$ cat src/rtl/sap1_fetch_unit.sv
// rtl/sap1_fetch_unit.sv - SAP-1 PC/MAR/IR fetch stage with halt latch and bus drive.
// Optional jump support (pc_ld) is enabled by defining SAP1_JUMP_EN.
module sap1_fetch_unit #(
  parameter logic [3:0] HLT_OPCODE = 4'hF,
  parameter logic [3:0] RESET_PC   = 4'h0
) (
  input  logic       clk,
  input  logic       rst_n,
  input  logic [7:0] bus_in,
  input  logic       pc_inc,
  input  logic       pc_en,
  input  logic       mar_ld,
  input  logic       ir_ld,
  input  logic       ir_en,
  input  logic       pc_ld,
  output logic [7:0] bus_out,
  output logic       bus_oe,
  output logic       bus_conflict,
  output logic [3:0] mem_addr,
  output logic [3:0] opcode,
  output logic [3:0] operand,
  output logic [3:0] pc,
  output logic       halted
);

  logic [3:0] pc_q;
  logic [3:0] mar_q;
  logic [7:0] ir_q;
  logic       halted_q;
  logic       conflict_q;
  logic       pc_load;

`ifdef SAP1_JUMP_EN
  assign pc_load = pc_ld;
`else
  logic unused_pc_ld;
  assign unused_pc_ld = pc_ld;
  assign pc_load      = 1'b0;
`endif

  always_ff @(posedge clk or negedge rst_n) begin
    if (!rst_n) begin
      pc_q       <= RESET_PC;
      mar_q      <= 4'h0;
      ir_q       <= 8'h00;
      halted_q   <= 1'b0;
      conflict_q <= 1'b0;
    end else begin
      // Bus contention is recorded even while halted since bus drive stays live.
      if (pc_en && ir_en) begin
        conflict_q <= 1'b1;
      end
      if (!halted_q) begin
        if (pc_load) begin
          pc_q <= bus_in[3:0];
        end else if (pc_inc) begin
          pc_q <= pc_q + 4'd1;
        end
        if (mar_ld) begin
          mar_q <= bus_in[3:0];
        end
        if (ir_ld) begin
          ir_q <= bus_in;
          if (bus_in[7:4] == HLT_OPCODE) begin
            halted_q <= 1'b1;
          end
        end
      end
    end
  end

  always_comb begin
    bus_out = 8'h00;
    if (pc_en) begin
      bus_out = {4'h0, pc_q};
    end else if (ir_en) begin
      bus_out = {4'h0, ir_q[3:0]};
    end
  end

  assign bus_oe       = pc_en | ir_en;
  assign bus_conflict = conflict_q;
  assign mem_addr     = mar_q;
  assign opcode       = ir_q[7:4];
  assign operand      = ir_q[3:0];
  assign pc           = pc_q;
  assign halted       = halted_q;

endmodule

$ cat config.mk
export PLATFORM = sky130hd
export DESIGN_NAME = sap1_fetch_unit
export DESIGN_NICKNAME = d
export VERILOG_FILES = /design/src/rtl/sap1_fetch_unit.sv
export SDC_FILE = /design/constraint.sdc
export NUM_CORES = 1
export LEC_CHECK = 0
export ABC_AREA = 1
export BUFFER_PORTS_ARGS = -buffer_cell sky130_fd_sc_hd__buf_2
export CAP_MARGIN = 5
export CORE_MARGIN = 2
export CORE_UTILIZATION = 43
export CTS_CLUSTER_DIAMETER = 150
export DETAILED_ROUTE_END_ITERATION = 8
export HOLD_SLACK_MARGIN = 0.02
export PLACE_DENSITY = 0.82
export SLEW_MARGIN = 20
export SYNTH_ARGS = -nofsm -noshare
export SYNTH_HDL_FRONTEND = slang
export SYNTH_SLANG_ARGS = --single-unit
export TNS_END_PERCENT = 20
$ cat constraint.sdc
create_clock -name clk -period 1.1 [get_ports clk]
set_input_delay 0.11 -clock clk [delete_from_list [all_inputs] [get_ports clk]]
set_output_delay 0.11 -clock clk [all_outputs]
set_load 0.01 [all_outputs]
==> results_dict.tcl <==
set metrics [dict create \
    outcome "complete, no violations" \
    viasPerCell 4.650 \
    final_common_cell "buf_2" \
    place_inst 154 \
    hold_violations 0 \
    syn_inst 94 \
    p_int_uw 816.5 \
    pin_count 43 \
    slew_violations 0 \
    cts_sinks 18 \
    yosysWarnings 0 \
    ys_seq_elements 18 \
    cp_max_fo 3 \
    wl_met1_um 762 \
    die_h_um 48.06 \
    clk_pin_slew_worst_paths_ps 90 \
    combPwrFrac_pct 7.2 \
    hp-class "in -> reg" \
    finalPower_uw 1049 \
    cts_tree "yes" \
    hp-start "bus_in[7]" \
    slowest_delay_ps 420 \
    drt_wl_total_um 1750 \
    vias 758 \
    clockBufferDepth 2 \
    period_minus_slack_ps 1095 \
    synth.avg_cell_area_sq_um 8.878 \
    worstSetupEndpointType "primary output" \
    die_w_um 48.06 \
    required_ps 990 \
    path_class "reg -> out" \
    crit_chain "nand3_1 -> o21ai_1 -> buf_2" \
    p_clk_share_pct 29.8 \
    maxCapViolCount 0 \
    cp_slowest_cell "dfrtp_1" \
    r2r_slack_ps 50 \
    synth_area_sq_um 834.6 \
    cp.arrival_ps 990 \
    area_growth_pct 31.63 \
    rr_startpoint "pc[0]$_DFFE_PN0P_" \
    antenna_found_initial 0 \
    wl_per_cell_um 10.74 \
    rows 15 \
    nets 157 \
    ys_seq_area_share_pct 53.97 \
    ant_nets 0 \
    drive_gt1_share_pct 43.48 \
    numCtsBuffers 3 \
    dieArea_sq_um 2309 \
    worstReg2RegEnd "pc[1]$_DFFE_PN0P_" \
    n_fill_cell 159 \
    globalRouteTotalUtil_pct 16.54 \
    wl_met2_um 870 \
    pwr_density_cell_nw_per_um2 955.1 \
    fin_skew_ps 2.832 \
    worst-path-buf-inv 1 \
    top_layer "met4" \
    gp_congestion 0.8042 \
    synth.distinct_cells 17 \
    wl_met3_um 92 \
    p_sw_share_pct 22.18 \
    min_to "ir_q[7]$_DFFE_PN0P_" \
    power_frac_seq_pct 63.0 \
    diodes 0 \
    clk_latency_ps 280 \
    setup_viol 0 \
    max_freq_ghz 0.9130 \
    coreArea_sq_um 1783 \
    port_buffers 37 \
    vdd_drop_max_uv 570.7 \
    start_kind "flop" \
    firstDrtPassIters 4 \
    p_sw_uw 232.7 \
    rsz0062_at_grt "yes" \
    htree_num_levels 1 \
    root_buffer "clkbuf_4" \
    initial_core_util_pct 46.81 \
    grt_first_pass_wirelength_um 2518 \
    worstRegToRegCells 4 \
    leakagePower_uw 0.0006306 \
    hold_depth 3 \
    hpwlAfterDp_um 1333 \
    fin_crit_sh_pct 99.57 \
    critPathTopFamily "flip-flops" \
    grt-ovfl-total 0 \
    layout_common_cells "37 x buf_2, 26 x nand2_1, 17 x dfrtp_1, 12 x nand3_1" \
    fin_cells 163 \
    grt_pass1_vias 608 \
    grt_max_degree 19 \
    drc 0 \
    first_iter_violations 10 \
]
==> state kept, by name, summed over array words and instances, names as in the netlist <==
name,count
mem_addr,4
ir_q,8
bus_conflict,1
pc,4
halted,1
==> synth_stat cells, drive strengths merged <==
cell type,instances,area (sq um)
ha,1,12.51
or2,1,6.260
nand2,30,120.1
o21bai,1,7.510
nand3,12,60.06
xor2,1,8.760
inv,10,37.54
o21ai,12,75.07
dfrtp,18,450.4
conb,1,3.750
nor2,1,3.750
a21o,1,7.510
buf,5,41.29
==> power groups by stage <==
stage / Clock, uW / Sequential, uW / Combinational, uW
5_1_grt: 363 / 661 / 87.9
3_5_place_dp: 0 / 674 / 73.2
3_3_place_gp: 0 / 674 / 72.6
2_1_floorplan: 0 / 674 / 32.6
4_1_cts: 323 / 661 / 76.2
6_report: 312 / 661 / 75.9
==> logic make-up (layout without fill, tap and decap cells) <==
| group | Yosys count | in the layout | share of synthesized area, % |
|---|---|---|---|
| DFF | 18 | 18 | 53.97 |
| adders and majority gates | 1 | 1 | 1.499 |
| other | 1 | 4 | 0.4493 |
| AOI/OAI and AO/OA | 14 | 14 | 10.80 |
| buffers and inverters | 15 | 56 | 9.446 |
| xor gates and xnor gates | 1 | 1 | 1.050 |
| and+or+nand+nor | 44 | 44 | 22.79 |
==> area by class of cell <==
| class | count | area [sq um] | share of cell area (%) |
|---|---|---|---|
| Inverter | 10 | 37.54 | 3.417 |
| Tap cell | 25 | 31.28 | 2.847 |
| Clock buffer | 3 | 22.52 | 2.050 |
| Multi-Input combinational cell | 64 | 322.8 | 29.39 |
| Sequential cell | 18 | 451.7 | 41.12 |
| Timing Repair Buffer | 43 | 232.7 | 21.18 |
==> layer usage <==
metal,vias up,track usage (%)
li1,382,-
met1,345,21.34
met4,0,10.81
met3,4,4.906
met2,27,24.00
met5,-,0
==> per-stage QoR <==
step                      utilization, %  instance area, sq um  TNS, ps  worst slack, ps  hold slack [ps]
after floorplan                        -                 845.8        0            140.7           -185.6
after global placement             57.26                  1021        0            125.8            59.06
after detailed placement           57.26                  1021        0            50.70            59.01
after CTS                          59.93                  1069   -19.65           -10.59            64.19
after global routing               61.61                  1099   -348.4           -60.60            64.14
final                              61.61                  1099        0            4.726            67.58
==> timing repair <==
action	4_1_cts	5_1_grt
setup endpoints to repair	4	9
buffers inserted	2	3
resized for setup	2	5
pin swaps	1	0
hold endpoints to repair	18	0
hold buffers	1	0
==> worst min-delay path, cell delays in order <==
cell and delay, ps:
buf_2 90, nand3_1 70, nand2_1 60
==> how the worst max path moves through the flow <==
stage | startpoint | to | cells after the start
4_1_cts | ir_q[3]$_DFFE_PN0P_ | bus_out[3] | 3
5_1_grt | ir_q[1]$_DFFE_PN0P_ | bus_out[1] | 3
3_5_place_dp | halted$_DFF_PN0_ | pc[2]$_DFFE_PN0P_ | 6
2_1_floorplan | halted$_DFF_PN0_ | pc[2]$_DFFE_PN0P_ | 6
3_3_place_gp | halted$_DFF_PN0_ | ir_q[1]$_DFFE_PN0P_ | 4
6_report | ir_q[0]$_DFFE_PN0P_ | bus_out[0] | 3
No activity file was read; power rests on OpenSTA's default activity.
